File: src/rtl/vector_reduce_sum_pkg.sv
// Shared fixed-point vector types, limits and FSM states for the neuron datapath.
`timescale 1ns/1ps
package vector_reduce_sum_pkg;

    localparam int unsigned MAX_NEURONS = 8;
    localparam int unsigned DATA_WIDTH  = 32;
    localparam int unsigned FRAC_BITS   = 16;
    localparam int unsigned LEN_W       = $clog2(MAX_NEURONS) + 1;
    localparam int unsigned IDX_W       = $clog2(MAX_NEURONS);

    typedef logic [MAX_NEURONS-1:0][DATA_WIDTH-1:0] arr_t;

    localparam logic [DATA_WIDTH-1:0] FX_MAX = {1'b0, {(DATA_WIDTH-1){1'b1}}};
    localparam logic [DATA_WIDTH-1:0] FX_MIN = {1'b1, {(DATA_WIDTH-1){1'b0}}};

    typedef enum logic [1:0] {
        IDLE  = 2'd0,
        ACCUM = 2'd1,
        DONE  = 2'd2
    } state_t;

    // Requested lengths beyond the vector size mean "the whole vector".
    function automatic logic [LEN_W-1:0] clamp_len(input logic [LEN_W-1:0] l);
        if (l > LEN_W'(MAX_NEURONS)) begin
            return LEN_W'(MAX_NEURONS);
        end
        return l;
    endfunction

endpackage

File: src/rtl/vector_reduce_sum_sat_narrow.sv
// Combinational two's-complement narrowing with saturation and overflow flag.
`timescale 1ns/1ps
module sat_narrow #(
    parameter int unsigned IN_W  = 40,
    parameter int unsigned OUT_W = 32
) (
    input  logic [IN_W-1:0]  din,
    output logic [OUT_W-1:0] sum_c,
    output logic             ovf_c
);

    localparam int unsigned HI_W = IN_W - OUT_W + 1;

    logic [HI_W-1:0] hi_bits;
    assign hi_bits = din[IN_W-1:OUT_W-1];

    // Value fits iff every bit from the result sign upward matches.
    always_comb begin
        ovf_c = !((&hi_bits) || (~|hi_bits));
        sum_c = din[OUT_W-1:0];
        if (ovf_c) begin
            sum_c = din[IN_W-1] ? {1'b1, {(OUT_W-1){1'b0}}} : {1'b0, {(OUT_W-1){1'b1}}};
        end
    end

endmodule

File: src/rtl/vector_reduce_sum.sv
// Serial saturating reduction of a product vector: one element per clock into a guarded accumulator.
`timescale 1ns/1ps
module vector_reduce_sum
    import vector_reduce_sum_pkg::*;
#(
    parameter int unsigned GUARD = 8
) (
    input  logic                  clk,
    input  logic                  rst,
    input  arr_t                  in_vec,
    input  logic [LEN_W-1:0]      in_len,
    input  logic                  in_valid,
    output logic                  in_ready,
    output logic [DATA_WIDTH-1:0] out_sum,
    output logic                  out_ovf,
    output logic                  out_valid,
    input  logic                  out_ready
);

    localparam int unsigned ACC_W = DATA_WIDTH + GUARD;

    state_t                  state;
    arr_t                    vbuf;
    logic [LEN_W-1:0]        len;
    logic [IDX_W-1:0]        idx;
    logic [ACC_W-1:0]        acc;

    logic [DATA_WIDTH-1:0]   elem;
    logic [ACC_W-1:0]        next_acc;
    logic [DATA_WIDTH-1:0]   sat_sum_c;
    logic                    sat_ovf_c;
    logic                    last_c;
    logic [LEN_W-1:0]        in_len_clamped;

    assign in_len_clamped = clamp_len(in_len);
    assign elem           = vbuf[idx];
    assign next_acc       = acc + {{GUARD{elem[DATA_WIDTH-1]}}, elem};
    assign last_c         = (LEN_W'(idx) == (len - LEN_W'(1)));

    // Saturate the post-add value so the final element lands in the registered result.
    sat_narrow #(
        .IN_W  (ACC_W),
        .OUT_W (DATA_WIDTH)
    ) u_sat (
        .din   (next_acc),
        .sum_c (sat_sum_c),
        .ovf_c (sat_ovf_c)
    );

    always_ff @(posedge clk or posedge rst) begin
        if (rst) begin
            state     <= IDLE;
            vbuf      <= '0;
            len       <= '0;
            idx       <= '0;
            acc       <= '0;
            in_ready  <= 1'b1;
            out_sum   <= '0;
            out_ovf   <= 1'b0;
            out_valid <= 1'b0;
        end else begin
            case (state)
                IDLE: begin
                    if (in_valid && in_ready) begin
                        vbuf     <= in_vec;
                        len      <= in_len_clamped;
                        acc      <= '0;
                        idx      <= '0;
                        in_ready <= 1'b0;
                        if (in_len_clamped == '0) begin
                            state     <= DONE;
                            out_sum   <= '0;
                            out_ovf   <= 1'b0;
                            out_valid <= 1'b1;
                        end else begin
                            state <= ACCUM;
                        end
                    end
                end
                ACCUM: begin
                    acc <= next_acc;
                    idx <= idx + IDX_W'(1);
                    if (last_c) begin
                        state     <= DONE;
                        out_sum   <= sat_sum_c;
                        out_ovf   <= sat_ovf_c;
                        out_valid <= 1'b1;
                    end
                end
                DONE: begin
                    // Result holds until the consumer takes it.
                    if (out_ready) begin
                        out_valid <= 1'b0;
                        in_ready  <= 1'b1;
                        state     <= IDLE;
                    end
                end
                default: begin
                    state     <= IDLE;
                    in_ready  <= 1'b1;
                    out_valid <= 1'b0;
                end
            endcase
        end
    end

endmodule

File: config.mk
export PLATFORM = sky130hd
export DESIGN_NAME = vector_reduce_sum
export DESIGN_NICKNAME = d
export VERILOG_FILES = /design/src/rtl/vector_reduce_sum_pkg.sv /design/src/rtl/vector_reduce_sum_sat_narrow.sv /design/src/rtl/vector_reduce_sum.sv
export SDC_FILE = /design/constraint.sdc
export NUM_CORES = 1
export LEC_CHECK = 0
export BUFFER_PORTS_ARGS = -buffer_cell sky130_fd_sc_hd__buf_2
export CORE_MARGIN = 1.5
export CORE_UTILIZATION = 45
export DETAILED_ROUTE_END_ITERATION = 10
export PLACE_DENSITY_LB_ADDON = 0.15
export SYNTH_ARGS = -nofsm -noshare
export SYNTH_HDL_FRONTEND = slang
export SYNTH_SLANG_ARGS = --single-unit
File: constraint.sdc
create_clock -name clk -period 15.2 [get_ports clk]
set_input_delay 3.04 -clock clk [delete_from_list [all_inputs] [get_ports clk]]
set_output_delay 3.04 -clock clk [all_outputs]
set_load 0.03 [all_outputs]
==> impl_metrics.xml, run 1 <==
<?xml version="1.0" encoding="UTF-8"?>
<metrics>
  <group name="status">
    <metric name="outcome" unit="">complete, no violations</metric>
  </group>
  <group name="synth">
    <metric name="synthFlopType" unit="">dfrtp_1</metric>
    <metric name="post_synth_instance_area" unit="sq um">17220</metric>
    <metric name="ys_ff_latch" unit="">340</metric>
    <metric name="synth_area_leader_cell" unit="">dfrtp_1</metric>
    <metric name="synth.lib_cells_used.distinct" unit="">68</metric>
    <metric name="ys_top_cells_by_area" unit="">dfrtp_1 (49%), nand2_1 (19%), mux4_2 (8.4%)</metric>
    <metric name="synth_top_cells_by_count" unit="">nand2_1 (870), dfrtp_1 (339), a21oi_1 (81)</metric>
    <metric name="ys_async_sr_fraction" unit="%">100.0</metric>
    <metric name="synth.net_count" unit="">2184</metric>
    <metric name="synth-seq-area-share" unit="%">49.42</metric>
    <metric name="synthesis.instances" unit="">1878</metric>
    <metric name="synth_largest_type_area_fraction" unit="%">49.27</metric>
    <metric name="synth_most_common_cell" unit="">nand2_1</metric>
    <metric name="syn-mean-instance-area" unit="sq um">9.169</metric>
    <metric name="number_of_warnings_printed_during_yosys_synthesis" unit="">0</metric>
    <metric name="synth-edff-count" unit="">0</metric>
  </group>
  <group name="placement">
    <metric name="placed_cell_area" unit="sq um">19050</metric>
    <metric name="gp_routability_congestion" unit="">0.9201</metric>
    <metric name="port_bufs" unit="">298</metric>
    <metric name="placed_cells" unit="">2596</metric>
    <metric name="dpl.hpwl" unit="mm">36.20</metric>
  </group>
  <group name="layout">
    <metric name="final_cells" unit="">2669</metric>
    <metric name="flow.area_growth_from_synthesis" unit="%">17.89</metric>
    <metric name="drive_gt1_share" unit="%">23.01</metric>
    <metric name="final_nets" unit="">2432</metric>
    <metric name="seq_area" unit="sq um">8518</metric>
    <metric name="multi_input_comb_area" unit="sq um">8223</metric>
    <metric name="num-fill-cells" unit="">3561</metric>
    <metric name="fin_area" unit="sq um">20300</metric>
  </group>
  <group name="clock_network">
    <metric name="clockRootBuffer" unit="">clkbuf_16</metric>
    <metric name="worst_setup_hold_path_clk_slew" unit="ns">0.06</metric>
    <metric name="tritoncts_num_sinks" unit="">340</metric>
    <metric name="number_of_buffers_on_the_longest_clock_path" unit="">3</metric>
    <metric name="clock_latency" unit="ns">0.55</metric>
    <metric name="cts_max_level" unit="">2</metric>
    <metric name="tritoncts" unit="">done</metric>
    <metric name="cts.repair_timing.setup_buffer_count" unit="">0</metric>
    <metric name="cts_made_buffers" unit="">39</metric>
    <metric name="cts-hold-fix-buffers" unit="">0</metric>
    <metric name="ctsResizeCount" unit="">0</metric>
  </group>
  <group name="floorplanning">
    <metric name="die_width" unit="um">198.6</metric>
    <metric name="row_count" unit="">71</metric>
    <metric name="start_util" unit="%">45.71</metric>
    <metric name="core_area" unit="sq um">37670</metric>
    <metric name="pin_count" unit="">299</metric>
    <metric name="area_of_the_die" unit="sq um">39450</metric>
    <metric name="die_h" unit="um">198.6</metric>
  </group>
  <group name="sta">
    <metric name="timing.setup.tns" unit="ns">0</metric>
    <metric name="finalClockSkew" unit="ns">0.01970</metric>
    <metric name="finalHoldViolations" unit="">0</metric>
    <metric name="post-route-period-util" unit="%">40.50</metric>
    <metric name="setup_viol" unit="">0</metric>
    <metric name="worst_slew_pin_slew" unit="ns">1.174</metric>
    <metric name="maxSlewViolCount" unit="">0</metric>
    <metric name="setup_repair_after_global_routing_missed_its_margin" unit="">no</metric>
    <metric name="finalHoldWorstSlack" unit="ns">0.4682</metric>
    <metric name="timing.fmax" unit="GHz">0.1624</metric>
    <metric name="worst_slew_margin_rel" unit="%">21.73</metric>
    <metric name="fin_crit" unit="ns">6.156</metric>
  </group>
  <group name="route">
    <metric name="first_iter_violations" unit="">983</metric>
    <metric name="m1_wire_length" unit="mm">22.97</metric>
    <metric name="totalWireLength" unit="mm">50.55</metric>
    <metric name="route.vias.total" unit="">14130</metric>
    <metric name="routed.top_layer" unit="">met5</metric>
    <metric name="dr_wl_met3" unit="mm">3.425</metric>
    <metric name="detail_route.first_pass.iterations" unit="">7</metric>
    <metric name="remaining_drc_errors" unit="">0</metric>
    <metric name="met2RoutedLength" unit="mm">22.75</metric>
    <metric name="drtAntennaViolNets" unit="">0</metric>
    <metric name="vias_per_cell" unit="">5.295</metric>
    <metric name="avgRoutedWirePerCell" unit="um">18.94</metric>
  </group>
  <group name="grt">
    <metric name="grt_max_degree" unit="">194</metric>
    <metric name="first_global_vias" unit="">14350</metric>
    <metric name="grt_use_total" unit="%">26.29</metric>
    <metric name="grt_overflow" unit="">0</metric>
    <metric name="grt_first_pass_wirelength" unit="mm">79.59</metric>
    <metric name="antenna_found_initial" unit="">19</metric>
  </group>
  <group name="power_and_ir_drop">
    <metric name="vdd_drop_max" unit="mV">0.06498</metric>
    <metric name="power-per-cell-area" unit="nW/um^2">92.52</metric>
    <metric name="power_leakage" unit="uW">0.01095</metric>
  </group>
  <group name="critical_path">
    <metric name="arrival_time_at_the_worst_endpoint" unit="ns">6.62</metric>
    <metric name="critPathLaunchType" unit="">flop</metric>
    <metric name="timing.critical_path.cells" unit="">buf_4, mux4_2, mux2_2, ha_1, o211ai_1, a21oi_1, o21ai_1, a2111o_1, and3_4, a211oi_4, nand3_2, o31ai_4, nand2_2, o21ai_0</metric>
    <metric name="timing.critical_path.required" unit="ns">15.66</metric>
    <metric name="critPathMaxFanout" unit="">40</metric>
    <metric name="crit_path_end_kind" unit="">flop</metric>
    <metric name="worstSetupPathType" unit="">flop to flop</metric>
    <metric name="critical_path.slowest_cell" unit="">dfrtp_4</metric>
    <metric name="max_stage_delay" unit="ns">0.86</metric>
  </group>
  <group name="worst_hold_path">
    <metric name="worstHoldPathType" unit="">flop to flop</metric>
  </group>
  <group name="flow_run">
    <metric name="maxCapViolCount" unit="">0</metric>
  </group>
</metrics>
-- report_power, final --
part           internal, uW  leakage, uW  switching, uW
logic                  25.2      0.00570           31.4
clock network           546     0.000595            371
registers               905      0.00466              0
-- sequential cells by signal, indices dropped and copies added, names as in the netlist, 2 cells and up --
| register | cells |
|---|---|
| acc | 40 |
| idx | 3 |
| state | 2 |
| len | 4 |
| vbuf | 256 |
| out_sum | 32 |
-- layout by cell type (no fill, tap or decap), drive strengths merged, types with 4 or more instances in the layout --
cell type	Yosys	routed
a211oi	8	8
a21boi	4	4
a21o	6	6
a21oi	81	81
a221o	5	5
a22o	25	25
a31oi	6	6
and2	5	5
and3	4	4
buf	24	312
clkbuf	81	61
dfrtp	339	339
diode	0	7
ha	41	41
inv	18	19
mux2	30	30
mux4	64	64
nand2	871	871
nand2b	5	5
nand3	31	31
nand4	14	14
nor2	52	52
nor2b	5	5
nor3	8	8
o211ai	8	8
o21ai	64	64
o21bai	7	7
xnor2	26	26
xor2	14	14
-- final timing paths --
check | startpoint | slack, ns | cells after the start | end
max | idx[0] | 9.04 | 14 | out_sum[11]
min | vbuf[104] | 0.47 | 2 | vbuf[104]
min reg2reg | vbuf[104] | 0.47 | 2 | vbuf[104]
max reg2reg | idx[0] | 9.04 | 14 | out_sum[11]
min in group asynchronous | rst | 2.56 | 2 | vbuf[234]
max in group asynchronous | rst | 10.42 | 4 | idx[1]
-- per-layer routing --
metal	global-route usage, %	vias to the layer above
li1	-	6773
met1	36.84	6893
met2	39.85	357
met3	6.968	87
met4	8.277	22
met5	0	-
-- cell type report --
type                            count  area share, %
Antenna cell                        7        0.08629
Inverter                           18         0.3698
Sequential cell                   340          41.96
Clock buffer                       61          5.609
Clock inverter                      5         0.3883
Multi-Input combinational cell   1415          40.51
Tap cell                          511          3.150
Timing Repair Buffer              312          7.927
-- per-stage QoR --
stage | setup slack, ns | utilization, % | power, uW
finish | 9.044 | 53.89 | 1878
global route | 8.557 | 53.86 | 1937
CTS | 8.954 | 53.82 | 1903
detailed placement | 9.026 | 50.58 | 980.1
global placement | 9.056 | 50.58 | 979.8
floorplan | 2.738 | - | 936.4
-- critical path: cells and delay by family, from the launching register on --
family                   cells  cell delay [ns]
multiplexers                 2             0.88
AO/OA/AOI/OAI                7             2.44
adder cells (fa/ha/maj)      1             0.39
AND/OR/NAND/NOR              3             0.66
flip-flops                   1             0.86
buffers and inverters        1             0.76
-- cells by family after synthesis --
group	share of synthesized area, %
adder cells (fa/ha/maj)	3.095
flip-flops	49.42
buffers and inverters	3.095
multiplexers	10.45
XOR/XNOR	2.035
AO/OA/AOI/OAI	8.792
AND/OR/NAND/NOR	23.11
No activity file was read; power rests on OpenSTA's default activity.
==> inputs of run 2 (changes only) <==
==> constraint.sdc (replaced) <==
create_clock -name clk -period 5.15 [get_ports clk]
set_input_delay 1.03 -clock clk [delete_from_list [all_inputs] [get_ports clk]]
set_output_delay 1.03 -clock clk [all_outputs]
set_load 0.03 [all_outputs]
==> impl_metrics.xml, run 2 (same netlist as run 1, synthesis figures left out) <==
<?xml version="1.0" encoding="UTF-8"?>
<metrics>
  <group name="status">
    <metric name="outcome" unit="">complete, no violations</metric>
  </group>
  <group name="layout">
    <metric name="final_core_util" unit="%">54.89</metric>
    <metric name="drive_gt1_share" unit="%">24.15</metric>
    <metric name="num-fill-cells" unit="">3523</metric>
    <metric name="flow.area_growth_from_synthesis" unit="%">20.07</metric>
    <metric name="largest-register" unit="">vbuf</metric>
    <metric name="layout_top_registers" unit="">vbuf: 256 flops, acc: 40 flops, out_sum: 32 flops</metric>
    <metric name="mostFrequentLayoutCell" unit="">nand2_1</metric>
    <metric name="largest_register_ffs" unit="">256</metric>
    <metric name="final_nets" unit="">2455</metric>
    <metric name="final_cells" unit="">2687</metric>
    <metric name="final_cell_mix" unit="">nand2_1 (870), dfrtp_1 (336), buf_2 (298), a21oi_1 (81), mux4_2 (64)</metric>
  </group>
  <group name="sta">
    <metric name="timing.fmax" unit="GHz">0.2093</metric>
    <metric name="worst_slew_pin_slew" unit="ns">1.162</metric>
    <metric name="worst_slew_margin_rel" unit="%">22.37</metric>
    <metric name="finalClockSkew" unit="ns">0.01845</metric>
    <metric name="finalHoldViolations" unit="">0</metric>
    <metric name="fin_crit" unit="ns">4.778</metric>
    <metric name="setup_repair_after_global_routing_missed_its_margin" unit="">no</metric>
    <metric name="maxSlewViolCount" unit="">0</metric>
    <metric name="postLayoutSetupSlackWorst" unit="ns">0.3722</metric>
    <metric name="post-route-period-util" unit="%">92.77</metric>
    <metric name="setup_viol" unit="">0</metric>
    <metric name="timing.setup.tns" unit="ns">0</metric>
  </group>
  <group name="critical_path">
    <metric name="reg2regPathDepth" unit="">18</metric>
    <metric name="max_stage_delay" unit="ns">0.50</metric>
    <metric name="worst-path-stages" unit="">18</metric>
    <metric name="critical_path.slowest_cell" unit="">dfrtp_4</metric>
    <metric name="arrival_time_at_the_worst_endpoint" unit="ns">5.22</metric>
    <metric name="critical_path_buf_inv_count" unit="">4</metric>
    <metric name="critPathMaxFanout" unit="">12</metric>
    <metric name="crit_path_end_kind" unit="">flop</metric>
    <metric name="timing.critical_path.cells" unit="">buf_12, buf_4, buf_4, mux4_2, mux2_2, ha_1, inv_1, fa_1, nand2b_1, a21oi_1, o21ai_1, a2111o_1, and3_4, a211oi_4, nand3_2, o31ai_4, nand2_2, o21ai_0</metric>
    <metric name="timing.critical_path.required" unit="ns">5.60</metric>
    <metric name="timing.critical_path.max_delay_family" unit="">compound AO/OA/AOI/OAI gates</metric>
    <metric name="critPathLaunchType" unit="">flop</metric>
    <metric name="worst_path_most_repeated_cell" unit="">buf_4</metric>
    <metric name="worstSetupPathType" unit="">flop to flop</metric>
  </group>
  <group name="clock_network">
    <metric name="clock_latency" unit="ns">0.54</metric>
    <metric name="number_of_buffers_on_the_longest_clock_path" unit="">3</metric>
    <metric name="cts_max_level" unit="">2</metric>
    <metric name="tritoncts" unit="">done</metric>
    <metric name="ctsResizeCount" unit="">0</metric>
    <metric name="clockRootBuffer" unit="">clkbuf_16</metric>
    <metric name="tritoncts_num_sinks" unit="">340</metric>
    <metric name="cts.repair_timing.setup_buffer_count" unit="">0</metric>
    <metric name="cts-hold-fix-buffers" unit="">0</metric>
    <metric name="cts_made_buffers" unit="">38</metric>
    <metric name="worst_setup_hold_path_clk_slew" unit="ns">0.06</metric>
  </group>
  <group name="floorplanning">
    <metric name="die_h" unit="um">198.6</metric>
    <metric name="die_width" unit="um">198.6</metric>
    <metric name="start_util" unit="%">45.71</metric>
    <metric name="row_count" unit="">71</metric>
    <metric name="area_of_the_die" unit="sq um">39450</metric>
    <metric name="core_area" unit="sq um">37670</metric>
    <metric name="pin_count" unit="">299</metric>
  </group>
  <group name="grt">
    <metric name="grt_use_total" unit="%">25.94</metric>
    <metric name="antenna_found_initial" unit="">2</metric>
    <metric name="grt_max_degree" unit="">180</metric>
    <metric name="grt_overflow" unit="">0</metric>
    <metric name="first_global_vias" unit="">14170</metric>
    <metric name="grt_first_pass_wirelength" unit="mm">78.72</metric>
  </group>
  <group name="worst_hold_path">
    <metric name="worstHoldPathType" unit="">flop to flop</metric>
    <metric name="min_path_cells" unit="">2</metric>
  </group>
  <group name="route">
    <metric name="totalWireLength" unit="mm">50.22</metric>
    <metric name="first_iter_violations" unit="">898</metric>
    <metric name="detail_route.first_pass.iterations" unit="">5</metric>
    <metric name="route.vias.total" unit="">14250</metric>
    <metric name="drtAntennaViolNets" unit="">0</metric>
    <metric name="avgRoutedWirePerCell" unit="um">18.69</metric>
    <metric name="vias_per_cell" unit="">5.304</metric>
    <metric name="remaining_drc_errors" unit="">0</metric>
  </group>
  <group name="placement">
    <metric name="dpl.hpwl" unit="mm">37.31</metric>
    <metric name="pre_cts_ws" unit="ns">0.1988</metric>
    <metric name="port_bufs" unit="">298</metric>
    <metric name="gp_routability_congestion" unit="">0.9185</metric>
    <metric name="placed_cells" unit="">2615</metric>
  </group>
  <group name="power_and_ir_drop">
    <metric name="vdd_drop_max" unit="mV">0.2442</metric>
    <metric name="power_leakage" unit="uW">0.01117</metric>
    <metric name="power-per-cell-area" unit="nW/um^2">271.4</metric>
  </group>
  <group name="flow_run">
    <metric name="maxCapViolCount" unit="">0</metric>
  </group>
</metrics>
[run 2: cell type report]
type	count	area [sq um]	area share, %
Antenna cell	2	5.005	0.02421
Timing Repair Buffer	336	1952	9.441
Clock buffer	53	1099	5.313
Sequential cell	340	8518	41.20
Inverter	18	71.32	0.3450
Clock inverter	12	178.9	0.8654
Multi-Input combinational cell	1415	8212	39.72
Tap cell	511	639.4	3.092
[run 2: path summary, 6_finish.rpt]
check	slack, ns	from	endpoint
setup / recovery	0.37	idx[0]	out_sum[14]
hold / removal	0.47	vbuf[204]	vbuf[204]
setup reg to reg	0.37	idx[0]	out_sum[14]
hold reg to reg	0.47	vbuf[204]	vbuf[204]
max in group asynchronous	3.55	rst	idx[1]
min in group asynchronous	0.69	rst	vbuf[233]
[run 2: worst register-to-register path, stage by stage (launching register included)]
cell and delay (ns):
dfrtp_4 0.50, buf_12 0.15, buf_4 0.13, buf_4 0.15
mux4_2 0.34, mux2_2 0.16, ha_1 0.17, inv_1 0.06
fa_1 0.39, nand2b_1 0.17, a21oi_1 0.28, o21ai_1 0.16
a2111o_1 0.46, and3_4 0.20, a211oi_4 0.32, nand3_2 0.14
o31ai_4 0.41, nand2_2 0.28, o21ai_0 0.22
[run 2: through the flow]
stage	hold slack (ns)	area, sq um	power (uW)
floorplan	0.4403	17220	2765
global route	0.4854	20670	5797
detailed placement	0.4586	19330	2896
global placement	0.4539	19330	2896
finish	0.4672	20670	5611
CTS	0.4734	20610	5674
[run 2: per-layer routing]
| metal | wire [um] | GRT usage [%] | vias up |
|---|---|---|---|
| li1 | - | - | 6821 |
| met3 | 2282 | 3.035 | 54 |
| met4 | 878 | 6.285 | 2 |
| met2 | 22700 | 39.58 | 388 |
| met1 | 24340 | 39.46 | 6986 |
| met5 | 19 | 0 | - |
[run 2: power breakdown]
part	total [uW]	internal, uW	leakage (uW)	switching (uW)
combinational	173	75.8	0.00588	96.7
sequential	2670	2670	0.00466	0
clock	2770	1690	0.000634	1070
total	5610	4440	0.0112	1170
==> inputs of run 3 (changes only) <==
--- a/config.mk
+++ b/config.mk
@@ -7,8 +7,9 @@
 export LEC_CHECK = 0
 export BUFFER_PORTS_ARGS = -buffer_cell sky130_fd_sc_hd__buf_2
 export CORE_MARGIN = 1.5
-export CORE_UTILIZATION = 45
+export CORE_UTILIZATION = 30
 export DETAILED_ROUTE_END_ITERATION = 10
+export MAX_ROUTING_LAYER = met4
 export PLACE_DENSITY_LB_ADDON = 0.15
 export SYNTH_ARGS = -nofsm -noshare
 export SYNTH_HDL_FRONTEND = slang
==> impl_metrics.xml, run 3 (same netlist as run 1, synthesis figures left out) <==
<?xml version="1.0" encoding="UTF-8"?>
<metrics>
  <group name="status">
    <metric name="outcome" unit="">complete, no violations</metric>
  </group>
  <group name="critical_path">
    <metric name="timing.critical_path.cells" unit="">buf_12, buf_4, mux4_2, mux2_2, ha_1, nand2_1, o21ai_0, a211oi_1, o21ai_0, o2111ai_1, a21o_1, a211oi_2, a41oi_2, buf_12, a221o_2</metric>
    <metric name="critPathLaunchType" unit="">flop</metric>
    <metric name="arrival_time_at_the_worst_endpoint" unit="ns">5.30</metric>
    <metric name="worstSetupPathType" unit="">flop to flop</metric>
    <metric name="timing.critical_path.max_delay_family" unit="">compound AO/OA/AOI/OAI gates</metric>
    <metric name="critical_path.startpoint" unit="">idx[0]</metric>
    <metric name="ff2ff_setup_slack" unit="ns">0.30</metric>
    <metric name="regToRegStartpoint" unit="">idx[0]</metric>
    <metric name="timing.rr.end" unit="">out_sum[3]</metric>
    <metric name="critical_path.slowest_cell" unit="">mux4_2</metric>
    <metric name="max_stage_delay" unit="ns">0.54</metric>
    <metric name="critical_path_buf_inv_count" unit="">3</metric>
    <metric name="critPathMaxFanout" unit="">26</metric>
    <metric name="timing.critical_path.required" unit="ns">5.60</metric>
    <metric name="crit_path_end_kind" unit="">flop</metric>
    <metric name="crit_path_end" unit="">out_sum[3]</metric>
    <metric name="worst-path-stages" unit="">15</metric>
    <metric name="reg2regPathDepth" unit="">15</metric>
  </group>
  <group name="grt">
    <metric name="gr-usage-met2" unit="%">28.91</metric>
    <metric name="gr_met1_demand_resource" unit="%">28.25</metric>
    <metric name="grt_first_pass_wirelength" unit="mm">87.38</metric>
    <metric name="grt_busiest_layer" unit="">met2</metric>
    <metric name="first_global_vias" unit="">14690</metric>
    <metric name="antenna_found_initial" unit="">7</metric>
    <metric name="grt_max_degree" unit="">134</metric>
    <metric name="grt_overflow" unit="">0</metric>
    <metric name="grt_use_total" unit="%">19.71</metric>
    <metric name="grtUsageMet3" unit="%">3.582</metric>
  </group>
  <group name="route">
    <metric name="route.vias.total" unit="">14250</metric>
    <metric name="detail_route.first_pass.iterations" unit="">5</metric>
    <metric name="first_iter_violations" unit="">884</metric>
    <metric name="drtAntennaViolNets" unit="">0</metric>
    <metric name="avgRoutedWirePerCell" unit="um">19.30</metric>
    <metric name="vias_per_cell" unit="">4.851</metric>
    <metric name="remaining_drc_errors" unit="">0</metric>
    <metric name="totalWireLength" unit="mm">56.71</metric>
  </group>
  <group name="clock_network">
    <metric name="cts_max_level" unit="">2</metric>
    <metric name="tritoncts" unit="">done</metric>
    <metric name="worst_setup_hold_path_clk_slew" unit="ns">0.06</metric>
    <metric name="clockRootBuffer" unit="">clkbuf_16</metric>
    <metric name="number_of_buffers_on_the_longest_clock_path" unit="">3</metric>
    <metric name="clock_latency" unit="ns">0.57</metric>
    <metric name="tritoncts_num_sinks" unit="">340</metric>
    <metric name="cts-hold-fix-buffers" unit="">0</metric>
    <metric name="cts_made_buffers" unit="">40</metric>
  </group>
  <group name="layout">
    <metric name="final_cell_mix" unit="">nand2_1 (870), dfrtp_1 (336), buf_2 (298), a21oi_1 (81), mux4_2 (64)</metric>
    <metric name="largest_register_ffs" unit="">256</metric>
    <metric name="drive_gt1_share" unit="%">24.12</metric>
    <metric name="largest-register" unit="">vbuf</metric>
    <metric name="flow.area_growth_from_synthesis" unit="%">21.96</metric>
    <metric name="mostFrequentLayoutCell" unit="">nand2_1</metric>
    <metric name="final_nets" unit="">2458</metric>
    <metric name="layout_top_registers" unit="">vbuf: 256 flops, acc: 40 flops, out_sum: 32 flops</metric>
  </group>
  <group name="sta">
    <metric name="setup_repair_after_global_routing_missed_its_margin" unit="">no</metric>
    <metric name="timing.setup.tns" unit="ns">0</metric>
    <metric name="timing.fmax" unit="GHz">0.2062</metric>
    <metric name="setup_viol" unit="">0</metric>
    <metric name="finalHoldViolations" unit="">0</metric>
    <metric name="maxSlewViolCount" unit="">0</metric>
    <metric name="post-route-period-util" unit="%">94.15</metric>
    <metric name="fin_crit" unit="ns">4.849</metric>
    <metric name="worst_slew_pin_slew" unit="ns">1.064</metric>
    <metric name="worst_slew_margin_rel" unit="%">28.87</metric>
    <metric name="postLayoutSetupSlackWorst" unit="ns">0.3014</metric>
    <metric name="finalClockSkew" unit="ns">0.02211</metric>
  </group>
  <group name="floorplanning">
    <metric name="area_of_the_die" unit="sq um">58840</metric>
    <metric name="die_h" unit="um">242.6</metric>
    <metric name="row_count" unit="">87</metric>
    <metric name="die_width" unit="um">242.6</metric>
    <metric name="start_util" unit="%">30.42</metric>
    <metric name="pin_count" unit="">299</metric>
    <metric name="core_area" unit="sq um">56600</metric>
  </group>
  <group name="worst_hold_path">
    <metric name="worstHoldPathType" unit="">input port to asynchronous set/reset pin</metric>
  </group>
  <group name="power_and_ir_drop">
    <metric name="finalPower" unit="uW">5688</metric>
    <metric name="power-per-cell-area" unit="nW/um^2">270.9</metric>
    <metric name="power_leakage" unit="uW">0.01116</metric>
    <metric name="vdd_drop_max" unit="mV">0.1644</metric>
  </group>
  <group name="placement">
    <metric name="pre_cts_ws" unit="ns">0.3050</metric>
    <metric name="port_bufs" unit="">298</metric>
    <metric name="gp_routability_congestion" unit="">0.9073</metric>
    <metric name="dpl.hpwl" unit="mm">42.88</metric>
  </group>
  <group name="flow_run">
    <metric name="maxCapViolCount" unit="">0</metric>
  </group>
</metrics>
## run 3: area by class of cell
cell class              count  area (sq um)
fillers                  5927         35600
flip-flops and latches    340          8518
well taps                 756         945.9
clock buffers              59          1185
diodes                      5         12.51
clock inverters             8         108.9
repair buffers            337          1947
multi-input cells        1415          8212
inverters                  18         71.32
## run 3: through the flow
| stage | hold WS (ns) | area, sq um | instances | util [%] |
|---|---|---|---|---|
| CTS | 0.4499 | 20980 | 2932 | 37.06 |
| floorplan | 0.4403 | 17220 | 1878 | - |
| global placement | 0.4526 | 19690 | 2865 | 34.78 |
| finish | 0.4667 | 21000 | 2938 | 37.10 |
| global route | 0.4680 | 21000 | 2937 | 37.10 |
| detailed placement | 0.4575 | 19690 | 2865 | 34.78 |
## run 3: power breakdown
group | switching (uW) | internal [uW]
clock network | 1140 | 1690
logic | 107 | 78.2
registers | 0 | 2670
## run 3: repair_timing
action	4_1_cts	5_1_grt
endpoints found under the setup margin	0	12
resized for setup	0	1
buffers inserted	0	1
## run 3: how the worst min path moves through the flow
stage / endpoint / slack, ns
CTS: vbuf[137] / 0.45
global route: vbuf[137] / 0.47
global placement: vbuf[46] / 0.45
floorplan: vbuf[160] / 0.44
detailed placement: vbuf[229] / 0.46
finish: vbuf[202] / 0.47
## run 3: routing by layer
metal | part of all wire [%] | up-vias
met5 | 0 | -
met4 | 1.7 | 0
met3 | 4.9 | 62
met2 | 44 | 323
met1 | 49 | 7037
li1 | - | 6831
